[config.mk]
export PLATFORM = sky130hd
export DESIGN_NAME = ms_window_feeder
export DESIGN_NICKNAME = d
export VERILOG_FILES = /design/src/rtl/ms_pkg.sv /design/src/rtl/ms_valid_delay.sv /design/src/rtl/ms_window_feeder.sv
export SDC_FILE = /design/constraint.sdc
export NUM_CORES = 1
export LEC_CHECK = 0
export BUFFER_PORTS_ARGS = -buffer_cell sky130_fd_sc_hd__buf_2
export CORE_MARGIN = 4
export CORE_UTILIZATION = 49
export CTS_CLUSTER_SIZE = 20
export DETAILED_ROUTE_END_ITERATION = 6
export PLACE_DENSITY = 0.73
export SETUP_SLACK_MARGIN = 0.02
export SYNTH_ARGS = -nofsm -noshare
export SYNTH_HDL_FRONTEND = slang
export SYNTH_SLANG_ARGS = --single-unit
[constraint.sdc]
create_clock -name clk -period 2.1 [get_ports clk]
set_input_delay 0.315 -clock clk [delete_from_list [all_inputs] [get_ports clk]]
set_output_delay 0.315 -clock clk [all_outputs]
set_load 0.02 [all_outputs]
[src/rtl/ms_pkg.sv]
// Shared definitions for the multiply_sum feeder path: FSM state encoding and width defaults.
package ms_pkg;

  localparam int DATA_W_DEF     = 32;
  localparam int B_W_DEF        = 16;
  localparam int FRAME_LEN_DEF  = 16;
  localparam int MS_LATENCY_DEF = 3;

  typedef enum logic [1:0] {
    ST_IDLE  = 2'd0,
    ST_FILL  = 2'd1,
    ST_RUN   = 2'd2,
    ST_FLUSH = 2'd3
  } ms_state_e;

endpackage

[src/rtl/ms_valid_delay.sv]
// Generic WIDTH x DEPTH registered shift line with synchronous clear.
module ms_valid_delay #(
  parameter int WIDTH = 2,
  parameter int DEPTH = 3
) (
  input  logic             clk,
  input  logic             rst,
  input  logic [WIDTH-1:0] data_i,
  output logic [WIDTH-1:0] data_o
);

  logic [WIDTH-1:0] sr_q [DEPTH];

  always_ff @(posedge clk) begin
    if (rst) begin
      for (int i = 0; i < DEPTH; i++) sr_q[i] <= '0;
    end else begin
      sr_q[0] <= data_i;
      for (int i = 1; i < DEPTH; i++) sr_q[i] <= sr_q[i-1];
    end
  end

  assign data_o = sr_q[DEPTH-1];

endmodule

[src/rtl/ms_window_feeder.sv]
// Turns a framed sample stream into 3-tap centred windows (edge replication) for multiply_sum,
// and delays the window qualifiers by the multiply_sum latency.
module ms_window_feeder
  import ms_pkg::*;
#(
  parameter int DATA_W     = DATA_W_DEF,
  parameter int B_W        = B_W_DEF,
  parameter int FRAME_LEN  = FRAME_LEN_DEF,
  parameter int MS_LATENCY = MS_LATENCY_DEF
) (
  input  logic              clk,
  input  logic              rst,
  input  logic              in_valid,
  output logic              in_ready,
  input  logic [DATA_W-1:0] in_data,
  input  logic [B_W-1:0]    b_cfg_i,
  output logic [B_W-1:0]    b_o,
  output logic [DATA_W-1:0] data1_o,
  output logic [DATA_W-1:0] data2_o,
  output logic [DATA_W-1:0] data3_o,
  output logic              win_valid,
  output logic              sum_valid,
  output logic              sum_last,
  output ms_state_e         dbg_state_o
);

  localparam int CNT_W = $clog2(FRAME_LEN);

  // Handshake: a sample transfers on a rising edge where in_valid & in_ready are both high;
  // in_ready depends only on state and rst, never on in_valid.

  ms_state_e         state_q, state_d;
  logic [CNT_W-1:0]  cnt_q, cnt_d;
  logic [DATA_W-1:0] hist0_q, hist0_d;
  logic [DATA_W-1:0] hist1_q, hist1_d;
  logic [DATA_W-1:0] d1_q, d1_d, d2_q, d2_d, d3_q, d3_d;
  logic [B_W-1:0]    b_q, b_d;
  logic              wv_q, wv_d, wl_q, wl_d;
  logic              accept;
  logic              last_sample;
  logic [1:0]        dly_out;

  assign in_ready    = (state_q != ST_FLUSH) & ~rst;
  assign accept      = in_valid & in_ready;
  // cnt_q holds the index of the most recently accepted sample of the frame
  assign last_sample = (cnt_q == CNT_W'(FRAME_LEN - 2));

  always_comb begin
    state_d = state_q;
    cnt_d   = cnt_q;
    hist0_d = hist0_q;
    hist1_d = hist1_q;
    d1_d    = d1_q;
    d2_d    = d2_q;
    d3_d    = d3_q;
    b_d     = b_q;
    wv_d    = 1'b0;
    wl_d    = 1'b0;
    case (state_q)
      ST_IDLE: begin
        if (accept) begin
          hist0_d = in_data;
          b_d     = b_cfg_i;
          cnt_d   = '0;
          state_d = ST_FILL;
        end
      end
      ST_FILL, ST_RUN: begin
        if (accept) begin
          // The first window replicates x0 into the leading tap
          d1_d    = (state_q == ST_FILL) ? hist0_q : hist1_q;
          d2_d    = hist0_q;
          d3_d    = in_data;
          wv_d    = 1'b1;
          hist1_d = hist0_q;
          hist0_d = in_data;
          cnt_d   = cnt_q + CNT_W'(1);
          state_d = last_sample ? ST_FLUSH : ST_RUN;
        end
      end
      ST_FLUSH: begin
        d1_d    = hist1_q;
        d2_d    = hist0_q;
        d3_d    = hist0_q;
        wv_d    = 1'b1;
        wl_d    = 1'b1;
        cnt_d   = '0;
        state_d = ST_IDLE;
      end
      default: state_d = ST_IDLE;
    endcase
  end

  always_ff @(posedge clk) begin
    if (rst) begin
      state_q <= ST_IDLE;
      cnt_q   <= '0;
      hist0_q <= '0;
      hist1_q <= '0;
      d1_q    <= '0;
      d2_q    <= '0;
      d3_q    <= '0;
      b_q     <= '0;
      wv_q    <= 1'b0;
      wl_q    <= 1'b0;
    end else begin
      state_q <= state_d;
      cnt_q   <= cnt_d;
      hist0_q <= hist0_d;
      hist1_q <= hist1_d;
      d1_q    <= d1_d;
      d2_q    <= d2_d;
      d3_q    <= d3_d;
      b_q     <= b_d;
      wv_q    <= wv_d;
      wl_q    <= wl_d;
    end
  end

  ms_valid_delay #(
    .WIDTH(2),
    .DEPTH(MS_LATENCY)
  ) u_sum_delay (
    .clk   (clk),
    .rst   (rst),
    .data_i({wv_q, wl_q}),
    .data_o(dly_out)
  );

  assign data1_o     = d1_q;
  assign data2_o     = d2_q;
  assign data3_o     = d3_q;
  assign b_o         = b_q;
  assign win_valid   = wv_q;
  assign sum_valid   = dly_out[1];
  assign sum_last    = dly_out[0];
  assign dbg_state_o = state_q;

endmodule

## Word level (Yosys, flattened, before mapping)

Memory sizes are Yosys's and may differ from the RTL's.
Cells that the tools add are included.

- Memories kept: 1
- Memory bits (writable): 6
- Register bits after elaboration: 184

- Reductions and logical operators: 9
- Bitwise gates (word level): 6
- Add/subtract/negate cells: 1
- Muxes and demuxes: 23
- Eq/ne operators: 7

Memory list:

| name | depth | width | rd ports | clocked after memory_dff | wr ports | line | RTL |
|---|---|---|---|---|---|---|---|
| u_sum_delay.sr_q | 3 | 2 | 3 | 0 | 3 | ms_valid_delay.sv:12 | `logic [WIDTH-1:0] sr_q [DEPTH];` |

Operators by type and width:

| kind | number |
|---|---|
| $pmux 32 s2 | 3 |
| $mux 32 | 4 |
| $pmux 4 s3 | 1 |
| $mux 2 | 5 |
| $reduce_and 2->1 | 5 |
| $mux 4 | 2 |
| $mux 1 | 6 |
| $ne 2x2->1 const B | 3 |
| $pmux 2 s3 | 1 |
| $add 4x1->4 const B | 1 |
| $eq 2x2->1 const B | 2 |
| $eq 4x4->1 const B | 1 |
| $or 1x1->1 | 3 |
| $reduce_or 3->1 | 1 |
| $and 1x1->1 | 2 |
| $eq 2x1->1 const B | 1 |
| $logic_not 2->1 | 1 |
| $pmux 1 s2 | 1 |
| $reduce_bool 2->1 | 1 |
| $reduce_or 2->1 | 1 |
| $not 1->1 | 1 |

## Depth between registers and ports, before layout

- Depth in word-level cells: 5
- Mapped depth: 8

## Modules after synthesis

Synthesis repeated with hierarchy kept, for this count alone.

- Cells, all modules: 860
- Area, all modules: 8,031.5 um^2

By module, submodules not included:

| module | sequential area each (um^2) | cells an instance | area an instance (um^2) | times used |
|---|---|---|---|---|
| ms_window_feeder | 3,683.5 | 846 | 7,858.8 | 1 |
| ms_valid_delay | 120.1 | 14 | 172.7 | 1 |

## Worst setup path after synthesis

Ideal clock, no wire load.

- Path type: register to register
- From: reg state_q[0], in the netlist dbg_state_o[0]
- To: reg d2_q[10], in the netlist data2_o[10]
- Arrival: 1.881 ns
- Stages on the path, launching flop included: 9
- Period minus slack after synthesis: 1.951 ns
- Data required time: 2.030 ns
- Setup slack: 0.149 ns
- Library setup time: 0.070 ns
- Path through: dfxtp_1 -> inv_1 -> ha_1 -> clkbuf_1 -> nand4bb_1 -> buf_2 -> buf_1 -> nand3b_1 -> a21oi_1

- Word-level cells in the longest chain between the ends: 5
- Elaborated cells on any way between the ends: 11
- Those cells by class: eq/ne (5); mux (1); bitwise (2); reduce/logical (3)

RTL lines:

| item | line | RTL |
|---|---|---|
| from (decl) | ms_window_feeder.sv:32 | `ms_state_e state_q, state_d;` |
| from (signal assigned) | ms_window_feeder.sv:107 | `state_q <= state_d;` |
| $ne 2x2->1 | ms_window_feeder.sv:43 | `assign in_ready = (state_q != ST_FLUSH) & ~rst;` |
| $and 1x1->1 | ms_window_feeder.sv:43 |  |
| $and 1x1->1 | ms_window_feeder.sv:44 | `assign accept = in_valid & in_ready;` |
| $ne 2x2->1 (no source line) | - |  |
| $reduce_and 2->1 (no source line) | - |  |
| to (signal assigned) | ms_window_feeder.sv:101 | `d2_q <= '0;` |
| to (signal assigned) | ms_window_feeder.sv:112 | `d2_q <= d2_d;` |
| to (decl) | ms_window_feeder.sv:36 | `logic [DATA_W-1:0] d1_q, d1_d, d2_q, d2_d, d3_q, d3_d;` |

Parallel ways exist; a longest one is shown, timed or not.
A chain may end at the register's enable or synchronous reset.

## Worst setup path after layout

- From: reg state_q[0], in the netlist dbg_state_o[0]
- To: out in_ready

- Word-level cells in the longest chain between the ends: 2

RTL lines:

| item | line | RTL |
|---|---|---|
| $ne 2x2->1 | ms_window_feeder.sv:43 |  |
| $and 1x1->1 | ms_window_feeder.sv:43 |  |
| to (decl) | ms_window_feeder.sv:14 | `output logic in_ready,` |

No other way between the ends.

==> results.py <==
metrics = {
    "setup_path": {
        "r2r_slack_ns": 0.13,
        "end_kind": "output port",
        "crit_path_max_fanout": 10,
        "required_ns": 1.78,
        "critPathMostFrequentCell": "buf_4",
        "path_cells": "buf_4, ha_2, buf_6, buf_12, nor2_1, buf_4",
        "slowest_stage": "dfxtp_1",
        "crit_family": "buffers and inverters",
        "critPathKind": "flip-flop to output port",
        "cp_slowest_stage_delay_ns": 0.33,
        "critPathArrivalTime_ns": 1.72,
        "crit_path_start_kind": "flip-flop",
        "path_buf_inv": 4,
    },
    "die": {
        "fp.dieW_um": 133.2,
        "rows": 45,
        "initial_core_util": 0.5035,
        "die_area_um2": 17750,
        "core_um2": 15260,
        "io_pins": 169,
        "die-height_um": 133.2,
    },
    "timing": {
        "max-slew-margin-rel": 0.6251,
        "finClkSkew_ns": 0.006813,
        "hold_violations": 0,
        "max_freq_mhz": 491.8,
        "period_needed_ns": 2.033,
        "maxSlewViolCount": 0,
        "worst_slew_pin_slew_ns": 0.5623,
        "setup_violations": 0,
        "setup_ws_ns": 0.06682,
        "tns_ns": 0,
        "min_period_over_period": 0.9682,
        "grt_setup_unrepaired": "yes",
    },
    "clocking": {
        "cts_buffers": 17,
        "clockBufferDepth": 2,
        "cts_root_buf": "clkbuf_16",
        "postCtsHoldBufs": 0,
        "cts_max_level": 4,
        "path_clk_slew_ns": 0.07,
        "cts_tree": "built",
        "clk_latency_ns": 0.42,
        "cts_sinks": 190,
    },
    "cells_and_area": {
        "nFillCells": 1322,
        "drive_gt1_frac": 0.2460,
        "areaGrowthSynthToFinish_pct": 23.27,
        "nets": 1050,
        "antenna_cells": 0,
    },
    "drt": {
        "antenna_left": 0,
        "detail_route.wl_per_cell_um": 16.09,
        "drt_wl_total_um": 19550,
        "initialDrtViolationCount": 475,
        "vias": 6564,
        "drt-pass1-iter-count": 4,
        "drc": 0,
        "drt-vias-per-instance": 5.402,
    },
    "synth": {
        "syn_inst": 859,
        "synth_area_um2": 7682,
        "ys_seq_elements": 190,
        "yosysSeqAreaShare": 0.4951,
        "synth_fp_nets": 917,
        "synth.distinct_cells": 37,
        "syn_avg_cell_area_um2": 8.943,
        "synth_warnings": 0,
    },
    "hold_path": {
        "hold_path.class": "input pin to flip-flop",
    },
    "power_and_ir_drop": {
        "power_mw": 9.683,
        "p_per_area_nw_per_um2": 1022,
        "p_leak_nw": 3.762,
        "ir_drop_mv": 0.6281,
    },
    "place": {
        "gp_congestion": 0.7935,
        "dp_hpwl_um": 12140,
        "port_buffers": 168,
        "pre_cts_slack_ns": -0.02264,
    },
    "global_routing": {
        "grt_pass1_vias": 6250,
        "grtUsageTotal": 0.2107,
        "grt_max_degree": 110,
        "overflow": 0,
        "antenna_found_initial": 0,
        "grt_pass1_wl_um": 31350,
    },
    "job": {
        "maxCapViolCount": 0,
    },
    "run_status": {
        "status": "complete, no violations",
    },
}
[cell usage in the layout, fill, tap and decap left out, types with 4 or more instances in the layout]
cell type	instances
nor3_1	67
nand2_1	163
buf_6	5
o21ai_0	32
ha_1	5
nor2b_1	7
a21oi_1	113
clkbuf_16	18
inv_1	4
a211oi_2	7
nand3b_1	32
dfxtp_1	190
buf_12	10
mux2i_1	64
bufinv_16	5
a211oi_1	58
buf_4	17
buf_2	166
[kinds of logic (layout without fill, tap and decap cells)]
group / count (synthesis) / in the layout / synth area share
mux: 65 / 65 / 0.08485
flops: 190 / 190 / 0.4951
fa+ha+maj: 7 / 7 / 0.01140
simple gates: 290 / 290 / 0.1837
xor+xnor: 1 / 1 / 0.001140
buf+inv: 89 / 234 / 0.05521
compound gates: 217 / 217 / 0.1686
[cell type report]
| class | count | area [µm²] | share of cell area |
|---|---|---|---|
| Clock buffer | 20 | 436.7 | 0.04611 |
| Inverter | 4 | 15.01 | 0.001585 |
| Timing Repair Buffer | 199 | 1240 | 0.1309 |
| Clock inverter | 11 | 190.2 | 0.02008 |
| Multi-Input combinational cell | 580 | 3521 | 0.3718 |
| Sequential cell | 190 | 3804 | 0.4016 |
| Tap cell | 211 | 264.0 | 0.02788 |
[Yosys cell counts, drive strengths merged]
| master | count | area share |
|---|---|---|
| ha | 7 | 0.011 |
| nor3b | 1 | 0.0016 |
| nand3 | 2 | 0.0013 |
| o21ai | 32 | 0.021 |
| mux2i | 64 | 0.083 |
| and3 | 1 | 0.00081 |
| or4b | 1 | 0.0013 |
| clkbuf | 43 | 0.021 |
| nor2 | 3 | 0.0015 |
| or2 | 1 | 0.00081 |
| dfxtp | 190 | 0.50 |
| or3b | 1 | 0.0011 |
| o221a | 1 | 0.0015 |
| nand4b | 2 | 0.0023 |
| nand2 | 163 | 0.080 |
| nor2b | 8 | 0.0065 |
| nand2b | 2 | 0.0016 |
| a211oi | 65 | 0.067 |
| nor4bb | 2 | 0.0046 |
| nand3b | 32 | 0.031 |
| xnor2 | 1 | 0.0011 |
| inv | 4 | 0.0020 |
| nand4bb | 2 | 0.0029 |
| nand4 | 1 | 0.00081 |
| a21oi | 113 | 0.074 |
| o32ai | 2 | 0.0023 |
| a21o | 2 | 0.0020 |
| nor3 | 67 | 0.044 |
| nor4b | 1 | 0.0020 |
| mux2 | 1 | 0.0015 |
| a31oi | 2 | 0.0016 |
| buf | 42 | 0.032 |
[report_power, final]
group / leakage [nW] / total (mW) / internal [mW] / switching, mW
sequential: 1.54 / 4.09 / 3.90 / 0.191
combinational: 1.92 / 2.12 / 0.837 / 1.29
clock: 0.304 / 3.46 / 2.11 / 1.36
total: 3.76 / 9.68 / 6.85 / 2.84
[flip-flops by register name (all words and copies together) (netlist names)]
name,flops
data1_o,32
data3_o,32
cnt_q,4
hist0_q,32
win_valid,1
data2_o,32
hist1_q,32
u_sum_delay.sr_q,6
b_o,16
dbg_state_o,2
wl_q,1
[metal layers]
metal,track usage,part of all wire,up-vias
met5,0,0,-
met4,0.07029,0.013,0
met3,0.05740,0.070,20
met2,0.3217,0.45,182
met1,0.2901,0.47,3082
li1,-,-,3280
[worst register-to-register path, stage by stage (launching register included)]
cell and delay, ns:
dfxtp_1 0.38, inv_1 0.12, ha_4 0.26, nor4bb_4 0.15, buf_4 0.16, or2_2 0.34
buf_6 0.21, a211oi_1 0.25
[metrics by stage]
step / util / hold WS (ns) / std cells / cell area (µm²)
3_5_place_dp: 0.5743 / 0.4271 / 1181 / 8763
2_1_floorplan: - / 0.4138 / 859 / 7682
3_3_place_gp: 0.5743 / 0.4181 / 1181 / 8763
6_report: 0.6207 / 0.1195 / 1215 / 9470
5_1_grt: 0.6207 / 0.1185 / 1215 / 9470
4_1_cts: 0.6174 / 0.1036 / 1213 / 9420
[final timing paths]
path,startpoint,end,depth (start not counted)
worst max-delay path,dbg_state_o[0]$_SDFFE_PP0P_,in_ready,6
worst min-delay path,b_cfg_i[9],b_o[9]$_SDFFE_PP0P_,3
worst max register to register,dbg_state_o[1]$_SDFFE_PP0P_,data3_o[23]$_SDFFE_PP0P_,7
worst min register to register,u_sum_delay.sr_q[0][1]$_SDFF_PP0_,u_sum_delay.sr_q[0][3]$_SDFF_PP0_,1
[timing repair]
item,4_1_cts,5_1_grt
setup buffers,1,1
resized for setup,6,6
pin swaps,0,0
gates cloned,0,1
setup endpoints to repair,34,108
endpoints found under the hold margin,0,0
(Power assumes the default switching activity.)
